===== src/rtl/hazard_ctrl.sv =====
`default_nettype none
// ============================================================================
// Module      : hazard_ctrl
// Description : Pipeline hazard controller for a five-stage processor.
//               Operand forwarding, load-use stall, control-hazard flush and
//               a memory-wait freeze FSM (RUN / MEMWAIT / ERR) with a
//               timeout that latches a sticky memory error.
//               Optional build macro: HAZARD_PERF_EN adds the StallCycles
//               saturating performance counter output.
// Revision    : 1.0 - initial release
// ============================================================================
module hazard_ctrl #(
   parameter int MEM_TIMEOUT = 16
) (
   input  logic        clk,
   input  logic        reset,
   input  logic [3:0]  Ra1D,
   input  logic [3:0]  Ra2D,
   input  logic [3:0]  Ra1E,
   input  logic [3:0]  Ra2E,
   input  logic [3:0]  WA3E,
   input  logic [3:0]  WA3M,
   input  logic [3:0]  WA3W,
   input  logic        RegWriteM,
   input  logic        RegWriteW,
   input  logic        MemtoRegE,
   input  logic        PCSrcD,
   input  logic        PCSrcE,
   input  logic        PCSrcM,
   input  logic        PCSrcW,
   input  logic        BranchTakenE,
   input  logic        MemReqM,
   input  logic        MemReadyM,
   output logic [1:0]  ForwardAE,
   output logic [1:0]  ForwardBE,
   output logic        StallF,
   output logic        StallD,
   output logic        FlushD,
   output logic        FlushE,
   output logic        EnE,
   output logic        EnM,
   output logic        FlushW,
`ifdef HAZARD_PERF_EN
   output logic [31:0] StallCycles,
`endif
   output logic        MemErr
);

   // Index of the last frozen cycle before the timeout fires. The RUN cycle
   // that first sees the held-off access is frozen cycle 0.
   localparam logic [7:0] TIMEOUT_LAST = 8'(MEM_TIMEOUT - 1);

   typedef enum logic [1:0] {
      ST_RUN     = 2'd0,
      ST_MEMWAIT = 2'd1,
      ST_ERR     = 2'd2
   } state_t;

   state_t      state_q, state_d;
   logic [7:0]  wait_cnt_q, wait_cnt_d;
   logic        mem_err_q, mem_err_d;

   logic        ld_stall;
   logic        pc_pend;
   logic        mem_hold;
   logic        freeze;
   logic [7:0]  frozen_idx;

   // Operand forwarding: the younger result in Memory beats the one in Writeback.
   always_comb begin
      ForwardAE = 2'b00;
      ForwardBE = 2'b00;
      if (RegWriteM && (Ra1E == WA3M))      ForwardAE = 2'b10;
      else if (RegWriteW && (Ra1E == WA3W)) ForwardAE = 2'b01;
      if (RegWriteM && (Ra2E == WA3M))      ForwardBE = 2'b10;
      else if (RegWriteW && (Ra2E == WA3W)) ForwardBE = 2'b01;
   end

   // Hazard causes and the freeze condition (current state plus live memory handshake).
   always_comb begin
      ld_stall   = MemtoRegE && ((WA3E == Ra1D) || (WA3E == Ra2D));
      pc_pend    = PCSrcD || PCSrcE || PCSrcM;
      mem_hold   = MemReqM && !MemReadyM;
      // MEMWAIT counts frozen cycles from 1; the counter holds the previous index.
      frozen_idx = wait_cnt_q + 8'd1;
      freeze     = 1'b0;
      case (state_q)
         ST_RUN:     freeze = mem_hold;
         ST_MEMWAIT: freeze = !MemReadyM;
         ST_ERR:     freeze = 1'b1;
         default:    freeze = 1'b1;
      endcase
   end

   // Pipeline control outputs; the freeze masks every stall and flush cause.
   always_comb begin
      StallF = ld_stall || pc_pend;
      StallD = ld_stall;
      FlushD = pc_pend || PCSrcW || BranchTakenE;
      FlushE = ld_stall || BranchTakenE;
      EnE    = 1'b1;
      EnM    = 1'b1;
      FlushW = 1'b0;
      if (freeze) begin
         StallF = 1'b1;
         StallD = 1'b1;
         FlushD = 1'b0;
         FlushE = 1'b0;
         EnE    = 1'b0;
         EnM    = 1'b0;
         FlushW = 1'b1;
      end
   end

   // Wait-state FSM next state; a ready in MEMWAIT wins over the timeout.
   always_comb begin
      state_d    = state_q;
      wait_cnt_d = wait_cnt_q;
      mem_err_d  = mem_err_q;
      case (state_q)
         ST_RUN: begin
            if (mem_hold) begin
               state_d    = ST_MEMWAIT;
               wait_cnt_d = 8'd0;
            end
         end
         ST_MEMWAIT: begin
            if (MemReadyM) begin
               state_d    = ST_RUN;
               wait_cnt_d = 8'd0;
            end else if (frozen_idx == TIMEOUT_LAST) begin
               state_d    = ST_ERR;
               mem_err_d  = 1'b1;
            end else begin
               wait_cnt_d = frozen_idx;
            end
         end
         ST_ERR: begin
            state_d   = ST_ERR;
            mem_err_d = 1'b1;
         end
         default: begin
            state_d    = ST_RUN;
            wait_cnt_d = 8'd0;
         end
      endcase
   end

   // FSM state, wait counter and sticky error flag.
   always_ff @(posedge clk or negedge reset) begin
      if (!reset) begin
         state_q    <= ST_RUN;
         wait_cnt_q <= 8'd0;
         mem_err_q  <= 1'b0;
      end else begin
         state_q    <= state_d;
         wait_cnt_q <= wait_cnt_d;
         mem_err_q  <= mem_err_d;
      end
   end

   assign MemErr = mem_err_q;

`ifdef HAZARD_PERF_EN
   logic [31:0] stall_cycles_q, stall_cycles_d;

   // Saturating count of cycles in which the fetch stage is held.
   always_comb begin
      stall_cycles_d = stall_cycles_q;
      if (StallF && (stall_cycles_q != 32'hFFFF_FFFF))
         stall_cycles_d = stall_cycles_q + 32'd1;
   end

   // Performance counter register.
   always_ff @(posedge clk or negedge reset) begin
      if (!reset) stall_cycles_q <= 32'd0;
      else        stall_cycles_q <= stall_cycles_d;
   end

   assign StallCycles = stall_cycles_q;
`endif

endmodule
`default_nettype wire


===== config.mk =====
export PLATFORM = sky130hd
export DESIGN_NAME = hazard_ctrl
export DESIGN_NICKNAME = d
export VERILOG_FILES = /design/src/rtl/hazard_ctrl.sv
export SDC_FILE = /design/constraint.sdc
export NUM_CORES = 1
export LEC_CHECK = 0
export BUFFER_PORTS_ARGS = -buffer_cell sky130_fd_sc_hd__buf_2
export CORE_ASPECT_RATIO = 1.25
export CORE_MARGIN = 2
export CORE_UTILIZATION = 44
export CTS_CLUSTER_DIAMETER = 50
export DETAILED_ROUTE_END_ITERATION = 10
export PLACE_DENSITY = 0.9
export SYNTH_ARGS = -nofsm -noshare
export SYNTH_HDL_FRONTEND = slang
export SYNTH_SLANG_ARGS = --single-unit

===== constraint.sdc =====
create_clock -name clk -period 2.1 [get_ports clk]
set_input_delay 0.315 -clock clk [delete_from_list [all_inputs] [get_ports clk]]
set_output_delay 0.315 -clock clk [all_outputs]
set_load 0.02 [all_outputs]

==> impl_results.rst <==
.. list-table::
   :header-rows: 1

   * - Metric
     - Value
   * - Slew at the pin closest to its max-slew limit
     - 0.390 ns
   * - Post-CTS Resized
     - 0
   * - Dominant delay contributor by cell family on the critical path
     - flip-flops
   * - Number of global-route vias before repair
     - 933
   * - Routed length per instance
     - 12.6 um
   * - Class of the tightest hold or removal check
     - input port to flip-flop
   * - Die boundary height
     - 56.6 um
   * - Pwr Density
     - 435 nW/um2
   * - CP arrival
     - 1.47 ns
   * - Util after Layout
     - 58.7%
   * - First-pass GRT wire length
     - 3670 um
   * - Peak per-stage delay on the critical path
     - 0.47 ns
   * - Post-Syn Area
     - 973 um2
   * - Post-synth top area cell
     - sky130_fd_sc_hd__dfrtp_1
   * - Net total in the final layout
     - 205
   * - Total grt overflow
     - 0
   * - CP Data Required Time
     - 1.78 ns
   * - Clock edge transition at the registers on the reported setup and hold paths
     - 0.07 ns
   * - Total Negative Setup Slacks
     - 0 ns
   * - Startpoint of the worst setup timing path
     - state_q[0]
   * - Number of remaining DRC errors
     - 0
   * - Number of antenna violations at the first check in global routing
     - 0
   * - Total Wirelength
     - 2300 um
   * - Status
     - completed
   * - Critical Path Source Type
     - flip-flop
   * - Kind of end point of the critical path
     - primary output
   * - Cell types with the largest area share after synthesis
     - sky130_fd_sc_hd__dfrtp_1, sky130_fd_sc_hd__xor2_1, sky130_fd_sc_hd__nand3_1
   * - Via density per instance
     - 5.45
   * - Class of the most critical setup path
     - flip-flop to primary output
   * - Pin count of the biggest net entering global routing
     - 13
   * - Maximum ir drop on the vdd rail
     - 0.000415 V
   * - Overall via count from detail_route
     - 998
   * - Count of unique library cells instantiated by Yosys
     - 33
   * - Flops & latches, synth
     - 11
   * - Fraction of layout instances using a drive strength above 1
     - 35.8%
   * - Number of maximum-capacitance constraint violations
     - 0
   * - Number of cell rows
     - 19
   * - Post-Synthesis Net Count
     - 152
   * - Buffering stage count on the worst path with inverters included
     - 2
   * - Initial core utilization
     - 45.5%
   * - Clock tree from TritonCTS
     - done
   * - Overall power
     - 0.547 mW
   * - Critical Path, Cell by Cell
     - nor2_1 > o21ai_1 > inv_1 > nand3_1 > buf_2
   * - Post-route cell area
     - 1260 um2
   * - Global router's overall resource usage
     - 19.0%
   * - Highest clock rate
     - 560 MHz
   * - Worst slew margin relative to its limit
     - 73.9%
   * - Origin of the worst min-delay path
     - MemReadyM
   * - Period utilisation layout
     - 85.1%
   * - Area of the core
     - 2140 um2
   * - Synth-to-layout area growth
     - 29.0%
   * - Leakage
     - 0.618 nW
   * - Number of buffers inserted during clock tree synthesis
     - 3
   * - Fin crit period
     - 1.79 ns
   * - Router iterations before antenna repair
     - 4
   * - Die footprint
     - 2610 um2
   * - Total placed instance area
     - 1220 um2
   * - Synth Area per Inst
     - 8.85 um2
   * - Biggest fanout along the worst timing path
     - 7
   * - Die extent in x
     - 46.1 um
   * - Worst Skew
     - 0.00499 ns
   * - Setup repair after global routing missed its margin
     - no
   * - Root cell of the clock tree
     - sky130_fd_sc_hd__clkbuf_4
   * - Number of antenna diodes
     - 0
   * - Hold violation count in the final report
     - 0
   * - Count of pins over their slew limit
     - 0
   * - Register-to-Register Setup Slack
     - 0.39 ns
   * - Count of synthesis-stage warnings from yosys
     - 0
   * - Cells after synthesis
     - 110
   * - Routability Congestion
     - 0.861
   * - Share of Yosys cell area claimed by the top area cell type
     - 28.3%
   * - Part of the Yosys area used for sequential elements
     - 28.3%
   * - Number of buffer cells added on primary ports
     - 51
   * - Clock insertion delay at the later pin of the skew report
     - 0.28 ns
   * - Buffers from clock root to sink, at most
     - 2
   * - Post-CTS setup repair buffer count
     - 0
   * - Final setup fails
     - 0
   * - DP HPWL
     - 1900 um
   * - Sinks on the clock net
     - 11
   * - Number of H-tree levels
     - 1
   * - Iter 0 DRT Violations
     - 14
   * - Crit Reg-Reg Startpoint
     - wait_cnt_q[0]
   * - Num ports
     - 52
   * - Critical-path cell with the highest stage delay
     - sky130_fd_sc_hd__dfrtp_1
   * - Number of nets with antenna violations after detailed routing
     - 0
## metrics by stage
stage	hold WS (ns)	cells	setup slack [ns]
final	0.240	183	0.314
after global routing	0.257	183	0.185
after CTS	0.242	183	0.312
after detailed placement	0.199	178	0.391
after global placement	0.193	178	0.445
after floorplan	0.0194	110	0.0516
## cell usage after synthesis (all sizes together)
| master | count |
|---|---|
| a2111oi | 1 |
| a21oi | 2 |
| a222oi | 1 |
| a31oi | 2 |
| a32o | 1 |
| and3 | 3 |
| buf | 4 |
| dfrtp | 11 |
| ha | 2 |
| inv | 8 |
| mux2i | 1 |
| nand2 | 4 |
| nand2b | 1 |
| nand3 | 7 |
| nor2 | 9 |
| nor3 | 3 |
| nor3b | 2 |
| nor4 | 3 |
| nor4b | 1 |
| o21ai | 9 |
| o21bai | 1 |
| o22ai | 3 |
| o31ai | 2 |
| o32a | 1 |
| o32ai | 1 |
| or2 | 1 |
| or3b | 1 |
| xnor2 | 5 |
| xor2 | 20 |
## flip-flops by register name, indices dropped and copies added (netlist names)
signal,cells
MemErr,1
wait_cnt_q,8
state_q,2
## area by class of cell
class / instances / area, um2
clock buffers: 4 / 26.3
fillers: 202 / 883
inverters: 8 / 30.0
multi-input cells: 87 / 633
flip-flops and latches: 11 / 275
well taps: 21 / 26.3
repair buffers: 52 / 265
## cell usage in the layout, fill, tap and decap left out, types with 3 or more instances in the layout
cell type / netlist / routed
sky130_fd_sc_hd__dfrtp_1: 11 / 11
sky130_fd_sc_hd__nor3_1: 3 / 3
sky130_fd_sc_hd__nor2_1: 9 / 9
sky130_fd_sc_hd__o21ai_1: 7 / 7
sky130_fd_sc_hd__xor2_1: 20 / 20
sky130_fd_sc_hd__buf_2: 1 / 51
sky130_fd_sc_hd__nor4_1: 3 / 3
sky130_fd_sc_hd__and3_1: 3 / 3
sky130_fd_sc_hd__clkbuf_4: 0 / 3
sky130_fd_sc_hd__inv_1: 8 / 8
sky130_fd_sc_hd__o22ai_1: 3 / 3
sky130_fd_sc_hd__nand3_1: 7 / 7
sky130_fd_sc_hd__xnor2_1: 4 / 4
sky130_fd_sc_hd__nand2_1: 4 / 4
## report_power, final
part           internal, mW  leakage (nW)  switching [mW]
clock network        0.0738        0.0150          0.0776
logic                0.0783         0.458          0.0904
registers             0.218         0.146         0.00840
total                 0.370         0.618           0.176
## cell families (layout without fill, tap and decap cells)
family | count (synthesis) | in the layout | share of synthesized area (%)
buffers and inverters | 12 | 64 | 6.68
flip-flops | 11 | 11 | 28.3
AO/OA/AOI/OAI | 24 | 24 | 18.1
adder cells (fa/ha/maj) | 2 | 2 | 2.57
AND/OR/NAND/NOR | 35 | 35 | 18.9
multiplexers | 1 | 1 | 1.03
XOR/XNOR | 25 | 25 | 24.4
## worst paths after layout
check                                end  cells after the start
setup / recovery                  StallF                      5
hold / removal                state_q[0]                      2
setup reg to reg           wait_cnt_q[1]                      5
hold reg to reg                   MemErr                      1
max in group asynchronous  wait_cnt_q[4]                      2
min in group asynchronous         MemErr                      2
## metal layers
| metal | up-vias | wire [um] | share of wire, % | track usage (%) |
|---|---|---|---|---|
| li1 | 495 | - | - | - |
| met1 | 466 | 777 | 34 | 17.8 |
| met2 | 32 | 1370 | 60 | 38.5 |
| met3 | 5 | 111 | 4.8 | 0.965 |
| met4 | 0 | 40 | 1.7 | 7.35 |
| met5 | - | 0 | 0 | 0 |
## what timing repair did
action	in CTS	in global routing
hold buffers	1	0
endpoints found under the hold margin	11	0
setup endpoints to repair	0	0
## worst reg2reg max path, delay by kind of cell, from the launching register on
kind,cells,cell delay [ns]
compound gates,2,0.58
xor+xnor,1,0.14
simple gates,1,0.24
fa+ha+maj,1,0.26
flops,1,0.42
No activity file was read; power rests on OpenSTA's default activity.
